==> src/rtl/icache_refill_engine.sv <==
// icache_refill_engine: fetches one L1I block as BEATS memory beats,
// then writes the assembled block into the cache with a one-cycle pulse.
module icache_refill_engine #(
  parameter int ADDR_W  = 32,
  parameter int BLOCK_W = 256,
  parameter int BEAT_W  = 64
) (
  input  logic                clk,
  input  logic                reset,
  input  logic                miss_i,
  input  logic [ADDR_W-1:0]   missAddr_i,
  output logic                memReqValid_o,
  output logic [ADDR_W-1:0]   memReqAddr_o,
  input  logic                memReqReady_i,
  input  logic                memRespValid_i,
  input  logic [BEAT_W-1:0]   memRespData_i,
  output logic                wrEnable_o,
  output logic [ADDR_W-1:0]   wrAddr_o,
  output logic [BLOCK_W-1:0]  instBlock_o,
  output logic                busy_o,
  output logic [15:0]         refillCount_o
);

  localparam int BEATS  = BLOCK_W / BEAT_W;
  localparam int IDX_W  = (BEATS > 1) ? $clog2(BEATS) : 1;
  localparam int BEAT_B = BEAT_W / 8;
  localparam logic [ADDR_W-1:0] BLK_MASK =
    ~ADDR_W'(BLOCK_W / 8 - 1);
  localparam logic [IDX_W-1:0] LAST_IDX = IDX_W'(BEATS - 1);

  typedef enum logic [2:0] {
    S_IDLE,
    S_REQ,
    S_RESP,
    S_WRITE,
    S_SETTLE
  } state_t;

  state_t              state_q, state_d;
  logic [ADDR_W-1:0]   block_addr_q, block_addr_d;
  logic [IDX_W-1:0]    beat_idx_q, beat_idx_d;
  logic [BLOCK_W-1:0]  block_q, block_d;
  logic [ADDR_W-1:0]   wr_addr_q, wr_addr_d;
  logic [15:0]         refill_count_q, refill_count_d;
  logic                req_valid;
  logic                wr_en;

  // State register; reset abandons any refill in flight.
  always_ff @(posedge clk) begin
    if (reset) begin
      state_q        <= S_IDLE;
      block_addr_q   <= '0;
      beat_idx_q     <= '0;
      block_q        <= '0;
      wr_addr_q      <= '0;
      refill_count_q <= '0;
    end else begin
      state_q        <= state_d;
      block_addr_q   <= block_addr_d;
      beat_idx_q     <= beat_idx_d;
      block_q        <= block_d;
      wr_addr_q      <= wr_addr_d;
      refill_count_q <= refill_count_d;
    end
  end

  // Next-state, beat capture and handshake outputs.
  always_comb begin
    state_d        = state_q;
    block_addr_d   = block_addr_q;
    beat_idx_d     = beat_idx_q;
    block_d        = block_q;
    wr_addr_d      = wr_addr_q;
    refill_count_d = refill_count_q;
    req_valid      = 1'b0;
    wr_en          = 1'b0;
    unique case (state_q)
      S_IDLE: begin
        if (miss_i) begin
          block_addr_d = missAddr_i & BLK_MASK;
          beat_idx_d   = '0;
          state_d      = S_REQ;
        end
      end
      S_REQ: begin
        req_valid = 1'b1;
        if (memReqReady_i) begin
          state_d = S_RESP;
        end
      end
      S_RESP: begin
        if (memRespValid_i) begin
          block_d[int'(beat_idx_q)*BEAT_W +: BEAT_W] = memRespData_i;
          if (beat_idx_q == LAST_IDX) begin
            wr_addr_d = block_addr_q;
            state_d   = S_WRITE;
          end else begin
            beat_idx_d = beat_idx_q + IDX_W'(1);
            state_d    = S_REQ;
          end
        end
      end
      S_WRITE: begin
        wr_en = 1'b1;
        if (refill_count_q != 16'hFFFF) begin
          refill_count_d = refill_count_q + 16'd1;
        end
        state_d = S_SETTLE;
      end
      S_SETTLE: begin
        state_d = S_IDLE;
      end
      default: begin
        state_d = S_IDLE;
      end
    endcase
  end

  assign memReqValid_o = req_valid;
  assign memReqAddr_o  = block_addr_q
                       + ADDR_W'(beat_idx_q) * ADDR_W'(BEAT_B);
  assign wrEnable_o    = wr_en;
  assign wrAddr_o      = wr_addr_q;
  assign instBlock_o   = block_q;
  assign busy_o        = (state_q != S_IDLE);
  assign refillCount_o = refill_count_q;

endmodule

==> config.mk <==
export PLATFORM = sky130hd
export DESIGN_NAME = icache_refill_engine
export DESIGN_NICKNAME = d
export VERILOG_FILES = /design/src/rtl/icache_refill_engine.sv
export SDC_FILE = /design/constraint.sdc
export NUM_CORES = 1
export LEC_CHECK = 0
export ABC_CLOCK_PERIOD_IN_PS = 1910
export CORE_MARGIN = 8
export CORE_UTILIZATION = 41
export CTS_BUF_LIST = sky130_fd_sc_hd__clkbuf_4
export DETAILED_ROUTE_END_ITERATION = 10
export PLACE_DENSITY = 0.77
export SKIP_LAST_GASP = 1
export SYNTH_ARGS = -nofsm -noshare
export SYNTH_HDL_FRONTEND = slang
export SYNTH_SLANG_ARGS = --single-unit
export TNS_END_PERCENT = 30
==> constraint.sdc <==
create_clock -name clk -period 1.91 [get_ports clk]
set_input_delay 0.2865 -clock clk [delete_from_list [all_inputs] [get_ports clk]]
set_output_delay 0.2865 -clock clk [all_outputs]
set_load 0.02 [all_outputs]
# ---- Yosys cells after proc, flatten, opt, wreduce, memory -nomap -nowiden
# Cells that the tools add are included.
dict set report totals {
  ff_bits 331
  in_bits 101
  elab_cells 42
}
dict set report op_classes {
  n_mux 12
  add_sub_neg 4
  shifts 2
  n_reduce_logical 9
  n_eq_ne 9
}
# op count
set ops {}
lappend ops {{256-bit bitwise mux} 1}
lappend ops {{64-bit by 33-bit variable shift with 256-bit output (first input constant)} 1}
lappend ops {{64-bit by 33-bit variable part select with 256-bit output} 1}
lappend ops {{8-bit negator with 33-bit output} 1}
lappend ops {{32-bit by 5-bit adder with 32-bit output} 1}
lappend ops {{16-bit by 1-bit adder with 16-bit output (second input constant)} 1}
lappend ops {{16-bit inequality test (second input constant)} 1}
lappend ops {{3-bit one-hot mux with 4 select lines} 1}
lappend ops {{3-bit 2-to-1 mux} 3}
lappend ops {{2-bit 2-to-1 mux} 4}
lappend ops {{2-bit inequality test (second input constant)} 4}
lappend ops {{3-bit by 2-bit equality test with 1-bit output (second input constant)} 2}
lappend ops {{2-bit AND reduction} 3}
lappend ops {{3-bit AND reduction} 2}
lappend ops {{2-bit one-hot mux with 2 select lines} 1}
lappend ops {{4-bit AND reduction} 1}
lappend ops {{3-bit by 1-bit equality test with 1-bit output (second input constant)} 1}
lappend ops {{3-bit zero test} 1}
lappend ops {{3-bit nonzero test} 1}
lappend ops {{2-bit by 1-bit adder with 2-bit output (second input constant)} 1}
lappend ops {{2-bit equality test (second input constant)} 1}
lappend ops {{1-bit 2-to-1 mux} 2}
lappend ops {{2-bit nonzero test} 1}

# ---- Logic depth before layout (Yosys ltp)
dict set report depth {
  word_depth 4
  ltp_mapped 8
  ltp_nobuf 6
}

# ---- Least setup slack after synthesis
# OpenSTA, ideal clock, no wires.
dict set report synth_path {
  path_type {reg2reg}
  start {register beat_idx_q[0]}
  end {register block_q[118] (netlist: instBlock_o[118])}
  path_buffers 2
  stages_incl_launch_ff 9
  arrival_time_ns 2.135
  setup_ns 0.070
  path_slack_ns -0.295
  path_cell_list {dfxtp_1 inv_1 ha_1 nand2_1 nor3_2 clkbuf_1 buf_2 nand3_1 a21oi_1}
}
dict set report synth_via {
  elab_chain_len 3
  word_cells_on_any_way 4
  cone_classes {add/sub: 1; shift: 2; mux: 1}
}
# item line_no
set synth_rtl {}
lappend synth_rtl {{start, declared} 41} ;# logic [IDX_W-1:0] beat_idx_q, beat_idx_d;
lappend synth_rtl {{start signal, assigned} 60} ;# beat_idx_q <= beat_idx_d;
lappend synth_rtl {{8-bit negator with 33-bit output *} 93} ;# block_d[int'(beat_idx_q)*BEAT_W +: BEAT_W] = memRespData_i;
lappend synth_rtl {{64-bit by 33-bit variable part select with 256-bit output / 64-bit by 33-bit variable shift with 256-bit output (equally long branches)} 93}
lappend synth_rtl {{256-bit bitwise mux *} 93}
lappend synth_rtl {{end signal, assigned} 61} ;# block_q <= block_d;
lappend synth_rtl {{end, declared} 42} ;# logic [BLOCK_W-1:0] block_q, block_d;
# Every way passes the cells marked *; elsewhere a longest branch is shown, timed or not.
# A chain may end at the register's enable or synchronous reset.

# ---- Final worst setup path
dict set report layout_path {
  start {register block_q[54] (netlist: instBlock_o[54])}
  end {output instBlock_o[54]}
}
# item line_no
set layout_lines {}
lappend layout_lines {{end, declared} 19} ;# output logic [BLOCK_W-1:0] instBlock_o,
# No word-level cell between the ends.

==> results.toml <==
[hold_path]
worstHoldPathType = "primary input to flop"
hold_depth = 3
worstHoldStart = "missAddr_i[27]"
min_to = "block_addr_q[27]"

[setup_path]
critical_path.cell_chain = "clkdlybuf4s50_1"
r2r_start = "refillCount_o[5]"
cpPeakStageDelay_ns = 0.64
regToRegEndpoint = "refillCount_o[13]"
end_kind = "output port"
number_of_buffer_and_inverter_stages_on_the_critical_path = 1
worst-setup-path-type = "flop to output port"
worst-r2r-cell-count = 4
worst_ep_arrival_time_ns = 1.66
path_delay_family = "buffers and inverters"
critical_path_required_ns = 1.62
r2r_setup_slack_ns = 0.07
worst-path-max-fanout = 2
critical_path_launch_point_type = "flop"
slowest_cp_cell = "clkdlybuf4s50_1"

[clock_network]
number_of_buffers_created_by_cts = 87
clock_tree.htree_level_count = 3
clock_tree.root_cell = "clkbuf_4"
clock_sinks = 331
cts_tree = "built"
clk_latency_ns = 0.67
cts.clk_slew.worst_paths_ns = 0.07
clock_tree_buffer_depth = 3

[synth]
synthDominantCellAreaShare_pct = 54.1
postSynth.asyncResetShare_pct = 0
dominantRegCellSynth = "dfxtp_1"
postSynthCellCount = 1461
synth.top_cells.by_count = "dfxtp_1, nand2_1, a21oi_1"
ys_ff_latch = 331
yosysUniqueCellTypes = 45
post-synth-top-count-cell = "dfxtp_1"
netlist.top_cell.by_area = "dfxtp_1"
average_instance_area_after_synthesis_um2 = 8.38
synth.area.top_cells = "dfxtp_1, a21oi_1, nand2_1"
synth_area_um2 = 12200
number_of_enable_type_register_cells_in_the_synthesized_netlist = 0
syn_warnings = 0
synth.yosys.seq_area_share_pct = 54.1

[finish]
n_fill_cell = 2509
fraction_of_layout_cells_with_a_size_suffix_above_1_pct = 12.2
flow.area_growth_from_synthesis_pct = 50.6
final_net_count = 2027
register_area_um2 = 6640
multi_input_comb_area_um2 = 4990

[timing]
max_clock_freq_ghz = 0.515
period_share_pct = 102
fin_worst_skew_ns = 0.0496
finalSetupViolCount = 26
worst_slack_ns = -0.0317
hold-worst-slack_ns = 0.165
slew_violations = 0
hold_viol = 0
min_period_ns = 1.94
unrepaired_setup_endpoints_after_global_routing = "yes"

[drt]
routed_wirelength_normalized_by_instance_count_um = 19.4
route.antenna.remaining_nets = 0
drt_wl_total_mm = 45.8
drt_first_pass_iters = 5
via_per_inst = 5.34
detailroute.via_count = 12600
drc = 0
drtIter0Drc = 922

[global_routing]
first_global_vias = 12600
grt_antenna_before_repair = 1
grt_start_max_net_pins = 88
grt_first_pass_wirelength_mm = 69.6
grt.overflow.total = 0
grt_use_total_pct = 24.2

[power_and_ir_drop]
total_power_mw = 13.7
peakVddDrop_v = 0.000464
p_leak_nw = 8.34
p_per_area_nw_per_um2 = 745

[die]
core_footprint_um2 = 29600
start_util_pct = 41.4
die_width_um = 189
core.rowCount = 63
design.die.area_um2 = 35700
die_y_um = 189
io-pin-count = 440

[placement]
place.gp.congestion = 0.839
portBuffers = 426
dp.final_hpwl_mm = 31.7

[run_status]
status = "complete, but fails checks"
failed_checks = "setup timing"

[run]
max_cap_viol_count = 0
==> logic make-up (layout without fill, tap and decap cells) <==
logic type               count (synthesis)  in the layout  share of synthesized area, %
buffers and inverters                  139            644                          5.99
AND/OR/NAND/NOR                        640            640                          23.3
flip-flops                             331            331                          54.1
multiplexers                             8              8                         0.715
AO/OA/AOI/OAI                          336            336                          15.3
adder cells (fa/ha/maj)                  6              6                         0.613
other                                    1              9                        0.0306
==> repair_timing <==
item,4_1_cts,5_1_grt
endpoints found under the setup margin,331,303
setup buffers,2,1
resized for setup,112,91
hold buffers,1,0
pin swaps,1,0
hold endpoints to repair,29,0
cloned,0,1
==> stage by stage <==
step / cells / setup slack [ns] / TNS [ns] / utilization [%] / cell area, µm²
after floorplan: 1468 / 0.0195 / 0 / - / 12300
after global routing: 2364 / -0.140 / -12.26 / 62.4 / 18400
after CTS: 2361 / -0.114 / -13.11 / 61.5 / 18200
after global placement: 2216 / -0.0694 / -1.93 / 58.3 / 17200
final: 2364 / -0.0317 / -0.284 / 62.4 / 18400
after detailed placement: 2216 / -0.121 / -5.26 / 58.3 / 17200
==> sequential cells by signal (all words and copies together), names as in the netlist <==
register,flops
wrAddr_o,27
refillCount_o,16
state_q,3
block_addr_q,27
beat_idx_q,2
instBlock_o,256
==> cell usage in the layout, fill, tap and decap left out, types with 5 or more instances in the layout <==
master / netlist / routed
dlygate4sd2_1: 0 / 96
buf_4: 37 / 37
a21oi_1: 255 / 255
clkbuf_4: 0 / 128
conb_1: 1 / 8
nand2_1: 312 / 308
o21ai_0: 7 / 7
nor4_1: 5 / 5
inv_1: 6 / 6
dfxtp_1: 331 / 324
nor2_1: 77 / 77
clkdlybuf4s50_1: 0 / 241
nand3_1: 198 / 198
buf_12: 0 / 30
a22oi_1: 65 / 65
mux2_2: 6 / 6
dfxtp_2: 0 / 6
nor2b_1: 7 / 7
dlymetal6s2s_1: 0 / 85
clkinv_1: 0 / 9
==> metal layers <==
metal  share of wire (%)  GRT usage (%)  vias to the layer above
met5                   0              0                        -
met4                 3.3           10.9                        0
met3                  11           10.3                       89
met2                  48           40.2                      607
met1                  37           26.5                     5968
li1                    -              -                     5953
==> final cells by class <==
cell class / count / area share, %
sequential: 331 / 36.0
clock inverter: 14 / 0.366
tap: 390 / 2.65
timing repair buffer: 496 / 28.6
antenna: 1 / 0.0136
clock buffer: 128 / 5.21
inverter: 6 / 0.122
multi-input combinational: 998 / 27.1
==> worst max path at each step <==
stage / end / startpoint / depth (start not counted) / slack, ns
3_5_place_dp: instBlock_o[40] / memRespValid_i / 6 / -0.12
2_1_floorplan: refillCount_o[2] / refillCount_o[0] / 5 / 0.02
3_3_place_gp: instBlock_o[43] / memRespValid_i / 7 / -0.07
6_report: instBlock_o[54] / instBlock_o[54] / 1 / -0.03
5_1_grt: instBlock_o[54] / instBlock_o[54] / 1 / -0.14
4_1_cts: memReqValid_o / state_q[0] / 2 / -0.11
==> where the power goes <==
part | internal, mW | switching [mW] | leakage [nW]
clock | 3.03 | 2.79 | 0.608
combinational | 0.391 | 0.505 | 5.06
sequential | 6.97 | 0.0484 | 2.67
Note: power is estimated with default switching activity, not from simulation.
